$ cat config.mk
export PLATFORM = sky130hd
export DESIGN_NAME = ffss
export DESIGN_NICKNAME = d
export VERILOG_FILES = /design/src/rtl/ffss.sv
export SDC_FILE = /design/constraint.sdc
export NUM_CORES = 2
export LEC_CHECK = 0
export CORE_AREA = 2 2 303 305
export CTS_BUF_LIST = sky130_fd_sc_hd__clkbuf_8
export CTS_CLUSTER_DIAMETER = 80
export CTS_CLUSTER_SIZE = 12
export DETAILED_ROUTE_END_ITERATION = 16
export DIE_AREA = 0 0 305 307
export GPL_ROUTABILITY_DRIVEN = 1
export GPL_TIMING_DRIVEN = 0
export MAX_ROUTING_LAYER = met4
export PLACE_DENSITY_LB_ADDON = 0.3
export SYNTH_ARGS = -nofsm -noshare
export SYNTH_HDL_FRONTEND = slang
export SYNTH_SLANG_ARGS = --single-unit
$ cat constraint.sdc
create_clock -name clk -period 31.9 [get_ports clk]
set_input_delay 6.38 -clock clk [delete_from_list [all_inputs] [get_ports clk]]
set_output_delay 6.38 -clock clk [all_outputs]
set_load 0.05 [all_outputs]
$ cat src/rtl/ffss.sv
// ffss: limb-serial modular subtractor over GF(2^255 - 19).
// Computes (a_i - b_i) mod p in a fixed number of cycles. The first pass
// subtracts the operands limb by limb. The second pass always runs, and it
// adds either p or zero depending on the sign of the first result.
module ffss #(
    parameter int           LIMB_W = 64,
    parameter logic [255:0] P      = 256'h7FFF_FFFF_FFFF_FFFF_FFFF_FFFF_FFFF_FFFF_FFFF_FFFF_FFFF_FFFF_FFFF_FFFF_FFFF_FFED
) (
    input  logic         clk,
    input  logic         rst,
    input  logic         start,
    input  logic [254:0] a_i,
    input  logic [254:0] b_i,
    output logic [254:0] out,
    output logic         done
);

    localparam int NLIMB = 256 / LIMB_W;
    localparam int IDX_W = (NLIMB > 1) ? $clog2(NLIMB) : 1;
    localparam logic [IDX_W-1:0] LAST_IDX = IDX_W'(NLIMB - 1);

    typedef enum logic [1:0] {
        IDLE = 2'd0,
        SUB  = 2'd1,
        CORR = 2'd2,
        FIN  = 2'd3
    } state_t;

    state_t state, state_nxt;

    // d_reg holds the minuend, then the difference, then the corrected result.
    // s_reg holds the subtrahend during SUB and the correction term (P or 0)
    // during CORR. Both registers rotate right by one limb per cycle. The
    // limb being processed is therefore always at the bottom, and after
    // NLIMB cycles each register is back in its natural order.
    logic [255:0]       d_reg;
    logic [255:0]       s_reg;
    logic [IDX_W-1:0]   idx;
    logic               cy;

    logic [LIMB_W-1:0]  d_lo;
    logic [LIMB_W-1:0]  s_lo;
    logic [LIMB_W:0]    sub_r;
    logic [LIMB_W:0]    add_r;
    logic               last;

    // x - y - bin on one limb; the top bit of the result is the borrow out.
    function automatic logic [LIMB_W:0] limb_sub(input logic [LIMB_W-1:0] x,
                                                 input logic [LIMB_W-1:0] y,
                                                 input logic              bin);
        return {1'b0, x} - {1'b0, y} - {{LIMB_W{1'b0}}, bin};
    endfunction

    // x + y + cin on one limb; the top bit of the result is the carry out.
    function automatic logic [LIMB_W:0] limb_add(input logic [LIMB_W-1:0] x,
                                                 input logic [LIMB_W-1:0] y,
                                                 input logic              cin);
        return {1'b0, x} + {1'b0, y} + {{LIMB_W{1'b0}}, cin};
    endfunction

    // Insert a new top limb and drop the bottom limb. This also works for
    // NLIMB == 1.
    function automatic logic [255:0] rot_in(input logic [LIMB_W-1:0] top,
                                            input logic [255:0]      r);
        return 256'({top, r} >> LIMB_W);
    endfunction

    assign d_lo  = d_reg[LIMB_W-1:0];
    assign s_lo  = s_reg[LIMB_W-1:0];
    assign sub_r = limb_sub(d_lo, s_lo, cy);
    assign add_r = limb_add(d_lo, s_lo, cy);
    assign last  = (idx == LAST_IDX);

    // State register.
    always_ff @(posedge clk or posedge rst) begin
        if (rst) begin
            state <= IDLE;
        end else begin
            state <= state_nxt;
        end
    end

    // Next-state logic: a fixed walk of IDLE -> SUB -> CORR -> FIN.
    always_comb begin
        state_nxt = state;
        case (state)
            IDLE:    if (start) state_nxt = SUB;
            SUB:     if (last)  state_nxt = CORR;
            CORR:    if (last)  state_nxt = FIN;
            FIN:     state_nxt = IDLE;
            default: state_nxt = IDLE;
        endcase
    end

    // Datapath: operand capture, limb-serial subtract/correct, and result publication.
    always_ff @(posedge clk or posedge rst) begin
        if (rst) begin
            d_reg <= '0;
            s_reg <= '0;
            idx   <= '0;
            cy    <= 1'b0;
            out   <= '0;
            done  <= 1'b0;
        end else begin
            case (state)
                IDLE: begin
                    if (start) begin
                        d_reg <= {1'b0, a_i};
                        s_reg <= {1'b0, b_i};
                        cy    <= 1'b0;
                        idx   <= '0;
                        done  <= 1'b0;
                    end
                end
                SUB: begin
                    d_reg <= rot_in(sub_r[LIMB_W-1:0], d_reg);
                    if (last) begin
                        // The final borrow means a < b. In that case p is
                        // loaded as the correction term; otherwise zero is
                        // loaded, so the CORR pass costs the same either way.
                        s_reg <= sub_r[LIMB_W] ? P : '0;
                        cy    <= 1'b0;
                        idx   <= '0;
                    end else begin
                        s_reg <= rot_in(s_lo, s_reg);
                        cy    <= sub_r[LIMB_W];
                        idx   <= idx + 1'b1;
                    end
                end
                CORR: begin
                    d_reg <= rot_in(add_r[LIMB_W-1:0], d_reg);
                    s_reg <= rot_in(s_lo, s_reg);
                    if (last) begin
                        // Carry out of bit 255 is the 2^256 wrap and is dropped.
                        cy  <= 1'b0;
                        idx <= '0;
                    end else begin
                        cy  <= add_r[LIMB_W];
                        idx <= idx + 1'b1;
                    end
                end
                FIN: begin
                    out  <= d_reg[254:0];
                    done <= 1'b1;
                end
                default: ;
            endcase
        end
    end

endmodule

==> impl.org <==
** Drt
- The first detailed-routing pass ran for 8 iterations.
- DR vias/cell :: 6.52
- The first routing iteration left 5466 violations.
- Routed wire length :: 196000 um
- Summing over every cut layer, the via total after detailed routing is 43.6k.
- Number of nets with antenna violations after detailed routing :: 0
- For this run, design rule violations remaining after detail routing come to 0.
- In the final routed layout, each cell accounts on average for 29.3 um.

** Floorplan
- Pin placement for this block handled 769 I/O pins.
- Initial core utilization :: 48.2%
- Standard-cell rows :: 111
- Chip Width :: 305 um
- Floorplan Core Area :: 0.0907 mm2
- Die Area :: 0.0936 mm2
- Die height :: 307 um

** Global route
- The total overflow left after global routing is 0.
- The via count of the first global-routing pass is 42.2k.
- Pin count of the biggest net entering global routing :: 125
- Number of antenna violations at the first check in global routing :: 48
- The first global-routing pass estimated 281000 um of wire.
- In the global route stage, overall resource usage came out at 41.8%.

** Timing
- Final Critical Period :: 9690 ps
- Clock Skews :: 59.2 ps
- At the pin with the least slew margin, the transition time is 1580 ps.
- Period Utilization, post-route :: 30.4%
- The max-slew violation count is 11.
- Setup repair after global routing missed its margin :: no
- Maximum clock frequency :: 103 MHz
- The worst path meets setup with 22210 ps of slack.
- Setup violations remaining at the end of the flow were counted as 0.
- The worst pin sits at a relative slew slack of -5.22%.
- The number of failing hold endpoints at the final stage is 0.

** Layout
- Cells fill 60.0% of the core in the end.
- The library cell used most frequently in the layout, excluding fill and tap cells, is dfrtp_1.
- After the last flow step, the layout net total stands at 6148.
- Relative to the synthesized area, the layout overhead comes to 24.5%.
- The post-route netlist has 7.45% of its cells at a drive strength greater than 1.
- Most frequent cells in the layout :: dfrtp_1, clkdlybuf4s50_1, nor2_1
- Once layout is done, the placed cells without fillers occupy 0.0544 mm2.
- In the final layout, flip-flops and latches occupy 0.0193 mm2.
- Area taken by multi-input logic gates :: 0.0221 mm2
- The layout has 7953 filler cells.

** Placed design
- After detailed placement, the total cell area comes to 0.0531 mm2.
- Post-placement setup slack :: 21680 ps
- Total of buffers placed on input and output ports :: 768
- Global placement routability congestion :: 1.03
- The HPWL after detailed placement is 156000 um.

** Critical path
- The worst setup path is captured at a flip-flop.
- STA puts the critical path data arrival time at 10300 ps.
- The worst setup path is of the in -> reg kind.
- STA puts the critical path data required time at 32510 ps.
- STA classifies the critical path startpoint as an input pin.
- Of all nets on the critical path, the largest fanout is 10.

** Clock tree
- Clock buffers created by TritonCTS :: 78
- Clock latency reported for the late side of the worst-skew pair :: 740 ps
- Post-CTS setup buffer count :: 0
- Number of instances resized during post-cts repair :: 0
- CTS saw 773 sinks.
- Clock tree synthesis selected as its root buffer the cell clkbuf_8.
- After clock tree synthesis, the flow added hold-fix buffers numbering 0.
- CTS HTree Levels :: 3
- Clock-pin slew on the worst setup and hold paths :: 80 ps
- Clock tree from TritonCTS :: yes
- Number of buffers on the longest clock path :: 3

** Synth
- In the synthesized netlist the dominant register cell turns out to be dfrtp_1.
- Number of library cell types mapped by synthesis :: 76
- Each instance of the synthesized netlist takes up on average 9.55 um2.
- Synth area leaders :: dfrtp_1, a221oi_1, o22ai_1, mux2_2, nor2_1
- Counting flops and latches in the post-synthesis netlist gives 773.
- Synthesized instance count :: 4582
- Yosys warnings :: 0
- Post-synth ARST share :: 100%
- Summed over all instances, the cell type with the most area after synthesis is dfrtp_1.
- The synthesized netlist occupies a cell area of 0.0437 mm2.
- Counting flops with a built-in enable in the synthesized netlist gives 0.
- Net count after synthesis :: 5293
- Part of the Yosys area used for sequential elements :: 44.2%
- Area share of the largest cell type after synthesis :: 44.2%

** Run status
- Status :: finished, violations left
- The checks that failed: max-capacitance violations, max-slew violations.

** Job
- Total of max-cap violations :: 1

** Hold path
- The worst hold path belongs to the class reg -> reg.
critical path, cell delays in order:
cell             delay [ps]
clkdlybuf4s50_1         440
nand2_1                 120
o21a_1                  120
clkbuf_1                400
clkbuf_1               1190
clkbuf_1                860
clkbuf_1                560
nand2_1                 130
o31ai_1                 100
cells in the mapped netlist, drive strengths merged (5+ instances only):
cell type	number
o31a	5
o41ai	6
a21boi	10
or3	14
o211ai	15
and3	16
a211oi	16
a311oi	8
a221o	5
clkbuf	346
nand2	150
a31oi	18
a21oi	207
a22oi	5
dfrtp	773
nand4	20
nor4	22
nor3	49
ha	194
buf	40
o311ai	10
a41oi	6
xnor2	93
o21a	8
o31ai	40
mux2	256
o21ai	118
o21bai	27
xor2	24
nand3	32
inv	219
o22ai	507
and2	5
a21o	48
nand2b	15
nor2b	26
a221oi	500
nor2	669
cell type report:
type	instances	share of cell area, %
multi-input combinational	3200	40.6
sequential	773	35.5
timing repair buffer	775	14.5
buffer	386	2.73
tap	1186	2.73
clock buffer	81	2.05
inverter	223	1.55
antenna	48	0.221
clock inverter	11	0.182
layer usage:
metal	routed length (um)	track usage, %
met3	19600	7.79
met1	75100	51.8
met4	9950	18.7
met2	91300	66.6
met5	0	-
logic make-up (layout without fill, tap and decap cells):
group                      Yosys count  in the layout  share of synthesized area, %
buffers and inverters              609           1476                          5.31
DFF                                773            773                          44.2
adders and majority gates          198            198                          5.73
other                                0             48                             0
AOI/OAI and AO/OA                 1589           1589                          25.7
xor gates and xnor gates           117            117                          2.34
muxes                              258            258                          6.64
and+or+nand+nor                   1038           1038                          10.0
stage by stage:
step	cells	setup TNS, ps	hold slack [ps]
6_report	6683	0	493
2_1_floorplan	4582	0	443
5_1_grt	6680	0	518
3_5_place_dp	6543	0	473
4_1_cts	6635	0	488
3_3_place_gp	6536	-4117080	461
worst paths after layout:
check | start | end | slack (ps) | cells after the start
max | start | d_reg[197] | 22210 | 9
min | idx[1] | idx[1] | 490 | 2
max reg2reg | s_reg[0] | s_reg[127] | 25490 | 20
min reg2reg | idx[1] | idx[1] | 490 | 2
max in group asynchronous | rst | s_reg[48] | 23890 | 4
min in group asynchronous | rst | d_reg[131] | 6220 | 2
Power is not shown: default switching activity piles up to over one toggle a cycle in this logic, so the estimate is an artifact.
